<file path="config.mk">
export PLATFORM = sky130hd
export DESIGN_NAME = cache_controller
export DESIGN_NICKNAME = d
export VERILOG_FILES = /design/src/rtl/cache_ctrl_pkg.sv /design/src/rtl/cache_stat_counters.sv /design/src/rtl/cache_controller.sv
export SDC_FILE = /design/constraint.sdc
export NUM_CORES = 1
export LEC_CHECK = 0
export CAP_MARGIN = 30
export CORE_AREA = 2 2 118 120
export CTS_CLUSTER_DIAMETER = 80
export CTS_CLUSTER_SIZE = 28
export DETAILED_ROUTE_END_ITERATION = 12
export DIE_AREA = 0 0 120 122
export MAX_ROUTING_LAYER = met4
export PLACE_DENSITY = 0.61
export REMOVE_ABC_BUFFERS = 1
export SYNTH_ARGS = -nofsm -noshare
export SYNTH_HDL_FRONTEND = slang
export SYNTH_SLANG_ARGS = --single-unit
</file>
<file path="constraint.sdc">
create_clock -name clk -period 1.5 [get_ports clk]
set_input_delay 0.15 -clock clk [delete_from_list [all_inputs] [get_ports clk]]
set_output_delay 0.15 -clock clk [all_outputs]
set_load 0.02 [all_outputs]
</file>
<file path="src/rtl/cache_ctrl_pkg.sv">
// Shared types and geometry for the cache sequencing FSM.
// Direct-mapped, 2048 lines, one 32-bit word per line.
package cache_ctrl_pkg;

    localparam int CACHE_LINES   = 2048;
    localparam int CACHE_TAG_W   = 3;
    localparam int CACHE_INDEX_W = 11;

    typedef enum logic [1:0] {
        IDLE      = 2'd0,
        WRITEBACK = 2'd1,
        FILL      = 2'd2
    } cache_ctrl_state_t;

endpackage

</file>
<file path="src/rtl/cache_stat_counters.sv">
// Hit / miss / write-back event counters, all 32-bit wrapping.
// Instantiated by cache_controller only when CACHE_CTRL_STATS_EN is defined.
module cache_stat_counters (
    input  logic        clk,
    input  logic        reset,
    input  logic        ready_ev,
    input  logic        miss_ev,
    input  logic        wb_ev,
    output logic [31:0] stat_hits,
    output logic [31:0] stat_misses,
    output logic [31:0] stat_writebacks
);

    logic missed;

    // Count events; a completion after a miss is the retry, not a hit.
    always_ff @(posedge clk) begin
        if (reset) begin
            missed          <= 1'b0;
            stat_hits       <= '0;
            stat_misses     <= '0;
            stat_writebacks <= '0;
        end else begin
            if (miss_ev) begin
                missed <= 1'b1;
            end else if (ready_ev) begin
                missed <= 1'b0;
            end
            if (ready_ev && !missed) begin
                stat_hits <= stat_hits + 32'd1;
            end
            if (miss_ev) begin
                stat_misses <= stat_misses + 32'd1;
            end
            if (wb_ev) begin
                stat_writebacks <= stat_writebacks + 32'd1;
            end
        end
    end

endmodule

</file>
<file path="src/rtl/cache_controller.sv">
// Hit / clean-miss / dirty-miss sequencer between CPU, cache array and memory.
// Optional statistics outputs enabled by defining CACHE_CTRL_STATS_EN.
module cache_controller
    import cache_ctrl_pkg::*;
#(
    parameter int ADDR_W = 32,
    parameter int DATA_W = 32
) (
    input  logic              clk,
    input  logic              reset,
    input  logic              cpu_req,
    input  logic              cpu_we,
    input  logic              cpu_is_word,
    input  logic [ADDR_W-1:0] cpu_addr,
    input  logic [DATA_W-1:0] cpu_wdata,
    output logic              cpu_ready,
    input  logic              cache_hit,
    input  logic              cache_dirty,
    input  logic [DATA_W-1:0] cache_rdata,
    input  logic [ADDR_W-1:0] cache_wb_addr,
    output logic [ADDR_W-1:0] cache_addr,
    output logic              cache_we,
    output logic              cache_is_word,
    output logic [DATA_W-1:0] cache_wdata,
    output logic              cache_meta_we,
    output logic              cache_set_valid,
    output logic              cache_set_dirty,
    output logic              mem_req,
    output logic              mem_we,
    output logic [ADDR_W-1:0] mem_addr,
    output logic [DATA_W-1:0] mem_wdata,
    input  logic              mem_ack,
    input  logic [DATA_W-1:0] mem_rdata
`ifdef CACHE_CTRL_STATS_EN
   ,output logic [31:0]       stat_hits,
    output logic [31:0]       stat_misses,
    output logic [31:0]       stat_writebacks
`endif
);

    cache_ctrl_state_t state_q, state_d;

    assign cache_addr = cpu_addr;

    // State register.
    always_ff @(posedge clk) begin
        if (reset) begin
            state_q <= IDLE;
        end else begin
            state_q <= state_d;
        end
    end

    // Next state and strobes; reset masks everything, including a late ack.
    always_comb begin
        state_d         = state_q;
        cpu_ready       = 1'b0;
        cache_we        = 1'b0;
        cache_is_word   = 1'b0;
        cache_wdata     = '0;
        cache_meta_we   = 1'b0;
        cache_set_valid = 1'b0;
        cache_set_dirty = 1'b0;
        mem_req         = 1'b0;
        mem_we          = 1'b0;
        mem_addr        = '0;
        mem_wdata       = '0;
        if (reset) begin
            state_d = IDLE;
        end else begin
            unique case (state_q)
                IDLE: begin
                    if (cpu_req) begin
                        if (cache_hit) begin
                            cpu_ready = 1'b1;
                            if (cpu_we) begin
                                cache_we        = 1'b1;
                                cache_is_word   = cpu_is_word;
                                cache_wdata     = cpu_wdata;
                                cache_meta_we   = 1'b1;
                                cache_set_valid = 1'b1;
                                cache_set_dirty = 1'b1;
                            end
                        end else if (cache_dirty) begin
                            state_d = WRITEBACK;
                        end else begin
                            state_d = FILL;
                        end
                    end
                end
                WRITEBACK: begin
                    mem_req   = 1'b1;
                    mem_we    = 1'b1;
                    mem_addr  = cache_wb_addr;
                    mem_wdata = cache_rdata;
                    if (mem_ack) begin
                        state_d = FILL;
                    end
                end
                FILL: begin
                    mem_req  = 1'b1;
                    mem_addr = {cpu_addr[ADDR_W-1:2], 2'b00};
                    if (mem_ack) begin
                        cache_we        = 1'b1;
                        cache_is_word   = 1'b1;
                        cache_wdata     = mem_rdata;
                        cache_meta_we   = 1'b1;
                        cache_set_valid = 1'b1;
                        state_d         = IDLE;
                    end
                end
                default: begin
                    state_d = IDLE;
                end
            endcase
        end
    end

`ifdef CACHE_CTRL_STATS_EN
    logic miss_ev;
    logic wb_ev;

    assign miss_ev = (state_q == IDLE) && (state_d != IDLE);
    assign wb_ev   = (state_q == WRITEBACK) && (state_d == FILL);

    cache_stat_counters u_stats (
        .clk             (clk),
        .reset           (reset),
        .ready_ev        (cpu_ready),
        .miss_ev         (miss_ev),
        .wb_ev           (wb_ev),
        .stat_hits       (stat_hits),
        .stat_misses     (stat_misses),
        .stat_writebacks (stat_writebacks)
    );
`endif

endmodule

</file>
---- Yosys cells after proc, flatten, opt, wreduce, memory -nomap -nowiden ----
Index checks and enable logic that the tools add are counted.
word-level totals
  register bits after elaboration ......... 2
  word-level logic and storage cells ...... 47
cells by class
  equality and inequality tests ........... 6
  multiplexer cells ....................... 37
  reductions and logical operators ........ 3
operators with widths
  cell                                                             count
  32-bit 2-to-1 mux                                                8
  32-bit one-hot mux with 2 select lines                           2
  1-bit 2-to-1 mux                                                 19
  2-bit 2-to-1 mux                                                 5
  2-bit inequality test, second input constant                     4
  2-bit one-hot mux with 3 select lines                            1
  1-bit one-hot mux with 2 select lines                            2
  4-bit AND reduction                                              1
  2-bit by 1-bit == test with 1-bit output, second input constant  1
  2-bit == test, second input constant                             1
  2-bit zero test                                                  1
  2-bit OR reduction                                               1

---- Logic depth before layout (Yosys ltp) ----
Gate-level depths: netlist of the first run.
  word-level depth ........................ 5
  gate-level depth with buffers ........... 6
  mapped depth without buffers ............ 5

---- Worst setup path before layout of the first run ----
Ideal clock, no wire load.
  kind .................................... register to output
  start point ............................. register state_q[0]
  end point ............................... output cache_set_valid
  arrival time ............................ 1.419 ns
  required time ........................... 1.350 ns
  setup slack ............................. -0.069 ns
  stages on the path, launching flop included .. 6
  cells stage by stage .................... dfxtp_1 -> inv_1 -> ha_1 -> nand4_2 -> a21oi_1 -> buf_4
between the ends
  cells in the longest elaborated chain, start to end .. 3
  elaborated cells on any way between the ends .. 4
ends and longest elaborated chain
  item                                                     line                    text
  from (decl)                                              cache_controller.sv:41  cache_ctrl_state_t state_q, state_d;
  from (signal assigned)                                   cache_controller.sv:50  state_q <= state_d;
  2-bit == test / 2-bit zero test (equally long branches)  n/a
  1-bit one-hot mux with 2 select lines *                  n/a
  1-bit 2-to-1 mux *                                       n/a
  to (decl)                                                cache_controller.sv:26  output logic cache_set_valid,
Every way passes the cells marked *; elsewhere a longest branch is shown, timed or not.

---- Worst setup path after layout of the first run ----
  start point ............................. register state_q[1]
  end point ............................... output cache_wdata[4]
between the ends
  cells in the longest elaborated chain, start to end .. 3
  elaborated cells on any way between the ends .. 4
ends and longest elaborated chain
  item                                                     line                    text
  2-bit == test / 2-bit zero test (equally long branches)  cache_controller.sv:71  unique case (state_q)
  32-bit one-hot mux with 2 select lines *                 cache_controller.sv:71
  32-bit 2-to-1 mux *                                      cache_controller.sv:68  if (reset) begin
  to (decl)                                                cache_controller.sv:24  output logic [DATA_W-1:0] cache_wdata,
Marked as above.

==> results of run 1 <==
-- where the power goes --
part           switching, mW  internal [mW]
Sequential            0.0181         0.0753
Combinational           1.40           1.80
Clock                 0.0677          0.340
Total                   1.49           2.22
-- stage by stage --
| step | std cells | hold WS, ns | worst slack, ns | cell area, sq um |
|---|---|---|---|---|
| 6_report | 681 | 0.300 | -0.215 | 5490 |
| 5_1_grt | 681 | 0.300 | -0.272 | 5490 |
| 4_1_cts | 674 | 0.300 | -0.261 | 5100 |
| 3_5_place_dp | 656 | 0.300 | -0.578 | 4550 |
| 3_3_place_gp | 656 | 0.300 | -0.584 | 4550 |
| 2_1_floorplan | 154 | 0.300 | -0.832 | 1080 |
-- worst paths after layout --
path | from | to | slack [ns] | depth (start not counted)
worst max-delay path | state_q[1] | cache_wdata[4] | -0.22 | 7
worst min-delay path | cpu_addr[0] | cache_addr[0] | 0.30 | 0
worst max register to register | state_q[0] | state_q[0] | -0.08 | 8
worst min register to register | state_q[0] | state_q[0] | 0.60 | 3
-- layout make-up --
| type | count | area, sq um |
|---|---|---|
| tap | 180 | 225 |
| timing repair buffer | 344 | 3700 |
| inverter | 3 | 13.8 |
| fill | 1323 | 8010 |
| clock buffer | 3 | 75.1 |
| sequential | 2 | 45.0 |
| multi-input combinational | 149 | 1440 |
-- routing by layer --
metal	part of all wire, %	vias to the layer above	wire, um	global-route usage (%)
li1	-	1303	-	-
met1	37	1311	4250	15.5
met2	55	157	6330	25.3
met3	7.3	12	844	3.18
met4	1.1	0	131	1.69
met5	0	-	0	-
-- repair_timing --
| action | 4_1_cts | 5_1_grt |
|---|---|---|
| resized for setup | 650 | 80 |
| setup buffers | 8 | 4 |
| cloned | 7 | 5 |
| pin swaps | 7 | 38 |
| setup endpoints to repair | 107 | 110 |
-- synthesized netlist by cell type --
cell	count	area, sq um
sky130_fd_sc_hd__clkbuf_1	4	15.0
sky130_fd_sc_hd__inv_1	3	11.3
sky130_fd_sc_hd__clkbuf_2	2	10.0
sky130_fd_sc_hd__nand3b_1	1	7.51
sky130_fd_sc_hd__a21oi_1	1	5.00
sky130_fd_sc_hd__o21bai_1	1	7.51
sky130_fd_sc_hd__a22o_1	27	236
sky130_fd_sc_hd__nand3_1	1	5.00
sky130_fd_sc_hd__a21o_1	1	7.51
sky130_fd_sc_hd__nand2_1	1	3.75
sky130_fd_sc_hd__mux2i_1	2	20.0
sky130_fd_sc_hd__ha_1	3	37.5
sky130_fd_sc_hd__buf_4	36	270
sky130_fd_sc_hd__a22oi_1	30	225
sky130_fd_sc_hd__nor2_4	2	22.5
sky130_fd_sc_hd__and2_1	34	213
sky130_fd_sc_hd__buf_2	9	45.0
sky130_fd_sc_hd__nor2_1	32	120
sky130_fd_sc_hd__buf_6	3	33.8
sky130_fd_sc_hd__a22o_2	5	50.1
sky130_fd_sc_hd__nor2b_1	1	6.26
sky130_fd_sc_hd__nand2b_1	4	25.0
sky130_fd_sc_hd__nor2b_4	1	13.8
sky130_fd_sc_hd__a2bb2oi_1	1	8.76
sky130_fd_sc_hd__dfxtp_1	2	40.0
sky130_fd_sc_hd__nand4_2	1	12.5
-- cell families (layout without fill, tap and decap cells) --
logic type      after synthesis  count (layout)  share of synthesized area, %
buf+inv                      57             350                          26.5
flops                         2               2                          2.76
mux                           2               2                          1.38
compound gates               66              66                          37.2
simple gates                 78              78                          29.5
fa+ha+maj                     3               3                          2.58
==> results.py, run 1 <==
metrics = {
    "outcome": {
        "outcome": "complete, but fails checks",
        "violated_checks": "negative setup slack",
    },
    "critical_path": {
        "critical_path.most_common_cell": "sky130_fd_sc_hd__buf_6",
        "required_ns": 1.35,
        "cell_chain_of_the_critical_path": "buf_6 > ha_4 > nand2_4 > nor2_4 > buf_12 > a22o_1 > buf_6",
        "cp-end-kind": "output port",
        "arrival_time_of_data_at_the_critical_path_endpoint_ns": 1.57,
        "critPathBufInv": 3,
        "largest_incremental_delay_on_the_critical_path_ns": 0.36,
        "critical_path.slowest_cell": "sky130_fd_sc_hd__dfxtp_4",
        "timing.critical_path.max_delay_family": "buffers and inverters",
        "worstPathMaxFanout": 21,
        "nature_of_the_critical_path_startpoint": "flip-flop",
        "critPathKind": "flip-flop to output port",
    },
    "global_routing": {
        "via_count_of_the_first_global_routing_pass": 2799,
        "grt-ovfl-total": 0,
        "antenna_found_initial": 0,
        "grt_usage_pct": 13.7,
        "grt_first_pass_wirelength_mm": 15.5,
        "maximum_number_of_pins_on_one_net_before_global_route_repair": 32,
    },
    "power": {
        "finalPower_mw": 3.71,
        "powerDensity_mw_per_mm2": 675,
        "worst_ir_drop_vdd_mv": 0.310,
        "power.leakage_nw": 2.26,
    },
    "clock_tree": {
        "cts_buffer_depth": 2,
        "cts-buffers-inserted": 3,
        "tritoncts": "built",
        "cts_sinks": 2,
        "htreeDepth": 1,
        "clock_tree.root_cell": "sky130_fd_sc_hd__clkbuf_16",
        "cts.clk_slew.worst_paths_ns": 0.03,
        "ctsHoldBuffers": 0,
        "clk_latency_ns": 0.22,
    },
    "finish": {
        "top_register": "state_q",
        "mostFrequentLayoutCells": "sky130_fd_sc_hd__clkdlybuf4s50_1, sky130_fd_sc_hd__buf_6, sky130_fd_sc_hd__buf_4, sky130_fd_sc_hd__and2_4, sky130_fd_sc_hd__a22oi_2",
        "largest_reg_flops": 2,
        "areaGrowthSynthToFinish_pct": 278,
        "mostFrequentLayoutCell": "sky130_fd_sc_hd__clkdlybuf4s50_1",
        "largestRegisters": "state_q (2)",
        "finish.net_count": 674,
        "post_route_cells_drive_above_1_share_pct": 51.1,
        "utilization_pct": 40.7,
        "antennaDiodeCount": 0,
    },
    "sta": {
        "final.setup_skew_ns": 0.00172,
        "setup-tns-final_ns": -15.98,
        "setup_repair_after_global_routing_missed_its_margin": "yes",
        "timing.final.crit_share_pct": 114,
        "post-route-worst-setup-slack_ns": -0.215,
        "timing.final.hold_violations": 0,
        "setup_viol_count_final": 105,
        "tightest_slew_ns": 0.242,
        "final_period_minus_worst_setup_slack_ns": 1.72,
        "timing.max_slew.rel_slack_pct": 83.8,
        "timing_max_transition_violations_final": 0,
        "achievable-frequency_mhz": 583,
    },
    "route": {
        "wl_per_cell_um": 17.0,
        "drt_iter0_drc": 31,
        "post_drt_via_cell_ratio": 4.09,
        "final_routed_wirelength_mm": 11.6,
        "ant_nets": 0,
        "drt_first_pass_iters": 4,
        "via_count": 2783,
        "dr_drc_count": 0,
    },
    "worst_hold_path": {
        "worstHoldPathType": "primary input to output port",
    },
    "synth": {
        "synth_cells": 208,
        "syn_area_per_cell_sq_um": 6.98,
        "yosys_register_bits": 2,
        "ys_types": 26,
        "synth.yosys.seq_area_share_pct": 2.76,
        "syn_area_sq_mm": 0.00145,
        "yosysWarningCount": 0,
    },
    "floorplanning": {
        "top_level_ports": 304,
        "core.rowCount": 43,
        "die_width_um": 120,
        "die_y_um": 122,
        "dieArea_sq_mm": 0.0146,
        "core_area_sq_mm": 0.0135,
        "floorplan.initialDensity_pct": 10.8,
    },
    "place": {
        "place.port_buffers": 299,
        "dp_hpwl_mm": 7.96,
        "gpl_wtd_cong": 0.757,
    },
    "run": {
        "drv.max_cap_violation_count": 0,
    },
}
Note: power is estimated with default switching activity, not from simulation.
==> run 2, diff against run 1 <==
--- a/config.mk
+++ b/config.mk
@@ -7,6 +7,7 @@
 export LEC_CHECK = 0
 export CAP_MARGIN = 30
 export CORE_AREA = 2 2 118 120
+export CTS_BUF_LIST = sky130_fd_sc_hd__clkbuf_8
 export CTS_CLUSTER_DIAMETER = 80
 export CTS_CLUSTER_SIZE = 28
 export DETAILED_ROUTE_END_ITERATION = 12
==> run 2 against run 1 <==
The run still ends with negative setup slack left. Clock-buffer cell count stayed put. Fmax shrank 0.48%. Register-to-register slack gained 0.04 ns. Sequential power is 2.4% lower. Global-route usage down 0.44 points. Sequential share of layout area about the same. Clock skew about the same. Routed wire length shrank 2.9%. Largest cell class unchanged. Largest power group unchanged.
==> results.py, run 2 (synthesis results as in run 1) <==
metrics = {
    "sta": {
        "timing.max_slew.rel_slack_pct": 84.2,
        "timing.final.hold_violations": 0,
        "achievable-frequency_mhz": 580,
        "setup-tns-final_ns": -16.04,
        "setup_viol_count_final": 104,
        "final_period_minus_worst_setup_slack_ns": 1.72,
        "tightest_slew_ns": 0.237,
        "setup_repair_after_global_routing_missed_its_margin": "yes",
        "hold_slack_ns": 0.300,
        "timing.final.crit_share_pct": 115,
        "timing_max_transition_violations_final": 0,
        "final.setup_skew_ns": 0.00205,
        "post-route-worst-setup-slack_ns": -0.224,
    },
    "power": {
        "worst_ir_drop_vdd_mv": 0.332,
        "powerDensity_mw_per_mm2": 635,
        "power.leakage_nw": 2.15,
    },
    "critical_path": {
        "nature_of_the_critical_path_startpoint": "flip-flop",
        "arrival_time_of_data_at_the_critical_path_endpoint_ns": 1.57,
        "critPathKind": "flip-flop to output port",
        "worstPathMaxFanout": 21,
        "cp-end-kind": "output port",
        "required_ns": 1.35,
    },
    "finish": {
        "mostFrequentLayoutCell": "sky130_fd_sc_hd__clkdlybuf4s50_1",
        "top_register": "state_q",
        "mostFrequentLayoutCells": "sky130_fd_sc_hd__clkdlybuf4s50_1, sky130_fd_sc_hd__buf_6, sky130_fd_sc_hd__buf_4, sky130_fd_sc_hd__a22oi_2, sky130_fd_sc_hd__and2_4",
        "largestRegisters": "state_q (2)",
        "areaGrowthSynthToFinish_pct": 258,
        "largest_reg_flops": 2,
        "nFillCells": 1361,
        "finish.net_count": 668,
        "post_route_cells_drive_above_1_share_pct": 47.5,
        "antennaDiodeCount": 0,
    },
    "route": {
        "via_count": 2739,
        "drt_first_pass_iters": 4,
        "post_drt_via_cell_ratio": 4.06,
        "dr_drc_count": 0,
        "wl_per_cell_um": 16.6,
        "final_routed_wirelength_mm": 11.2,
        "ant_nets": 0,
        "drt_iter0_drc": 70,
    },
    "floorplanning": {
        "dieArea_sq_mm": 0.0146,
        "die_y_um": 122,
        "core_area_sq_mm": 0.0135,
        "floorplan.initialDensity_pct": 10.8,
        "die_width_um": 120,
        "core.rowCount": 43,
        "top_level_ports": 304,
    },
    "clock_tree": {
        "tritoncts": "built",
        "clock_tree.root_cell": "sky130_fd_sc_hd__clkbuf_8",
        "htreeDepth": 1,
        "cts_sinks": 2,
        "cts_buffer_depth": 2,
        "clk_latency_ns": 0.21,
        "cts-buffers-inserted": 3,
        "cts.clk_slew.worst_paths_ns": 0.03,
    },
    "place": {
        "place.port_buffers": 299,
        "dp_hpwl_mm": 7.96,
        "gpl_wtd_cong": 0.757,
    },
    "global_routing": {
        "via_count_of_the_first_global_routing_pass": 2724,
        "grt-ovfl-total": 0,
        "maximum_number_of_pins_on_one_net_before_global_route_repair": 32,
        "grt_first_pass_wirelength_mm": 15.0,
        "antenna_found_initial": 0,
        "grt_usage_pct": 13.3,
    },
    "worst_hold_path": {
        "worstHoldPathType": "primary input to output port",
    },
    "run": {
        "drv.max_cap_violation_count": 0,
    },
    "outcome": {
        "outcome": "complete, but fails checks",
        "violated_checks": "negative setup slack",
    },
}
==> run 2: changes by cell type in the layout (fill, tap and decap cells not counted), sizes merged <==
| cell | change |
|---|---|
| clkbuf | -2 |
| dlymetal6s2s | -3 |
| dlygate4sd2 | -1 |
==> run 2: timing repair <==
item | in CTS | in global routing
hold buffers | 0 | 0
hold endpoints to repair | 0 | 0
gates cloned | 6 | 3
setup endpoints to repair | 107 | 107
resized for setup | 623 | 52
pin swaps | 17 | 12
setup buffers | 5 | 4
==> run 2: per-layer routing <==
layer	up-vias	share of wire [%]	global-route usage, %
met1	1298	37	15.0
met4	0	0.54	1.40
met2	145	54	24.4
met5	-	0	-
li1	1290	-	-
met3	6	7.5	3.28
==> run 2: through the flow <==
| step | std cells | util (%) | total power [mW] | area [sq um] | setup WS (ns) |
|---|---|---|---|---|---|
| after floorplan | 154 | - | 0.913 | 1080 | -0.832 |
| after global placement | 656 | 33.7 | 2.23 | 4550 | -0.584 |
| after detailed placement | 656 | 33.7 | 2.26 | 4550 | -0.578 |
| after CTS | 670 | 36.9 | 3.00 | 4980 | -0.246 |
| after global routing | 675 | 38.5 | 3.47 | 5200 | -0.274 |
| final | 675 | 38.5 | 3.30 | 5200 | -0.224 |
==> run 2: power breakdown <==
group	switching [mW]	internal, mW	total (mW)	leakage [nW]
combinational	1.32	1.68	3.00	2.12
sequential	0.0160	0.0752	0.0912	0.0175
clock	0.0466	0.170	0.217	0.0216
==> run 2: final cells by class <==
class | instances | area, sq um | area share, %
Clock buffer | 3 | 41.3 | 0.793
Sequential cell | 2 | 45.0 | 0.865
Multi-Input combinational cell | 149 | 1370 | 26.3
Tap cell | 180 | 225 | 4.33
Inverter | 3 | 13.8 | 0.264
Timing Repair Buffer | 338 | 3510 | 67.5
==> run 2: worst max-delay path: stages, from the launching register on <==
cell and delay, ns:
sky130_fd_sc_hd__dfxtp_4 0.35, sky130_fd_sc_hd__buf_6 0.10, sky130_fd_sc_hd__ha_4 0.19, sky130_fd_sc_hd__nand2_4 0.07
sky130_fd_sc_hd__nor2_4 0.14, sky130_fd_sc_hd__buf_12 0.18, sky130_fd_sc_hd__a22o_1 0.17, sky130_fd_sc_hd__buf_6 0.13
==> run 2: worst paths after layout <==
path	cells after the start	end	slack (ns)	startpoint
hold / removal	0	cache_addr[0]	0.30	cpu_addr[0]
setup reg to reg	7	state_q[0]	-0.04	state_q[1]
hold reg to reg	3	state_q[0]	0.63	state_q[0]
setup / recovery	7	cache_wdata[4]	-0.22	state_q[1]
==> run 3, diff against run 2 <==
--- a/config.mk
+++ b/config.mk
@@ -17,4 +17,5 @@
 export REMOVE_ABC_BUFFERS = 1
 export SYNTH_ARGS = -nofsm -noshare
 export SYNTH_HDL_FRONTEND = slang
+export SYNTH_HIERARCHICAL = 1
 export SYNTH_SLANG_ARGS = --single-unit
==> results of run 3 <==
Final layout, timing and power as in run 2 (identical DEF).
Among the figures that moved: Yosys warning count 0 -> 6
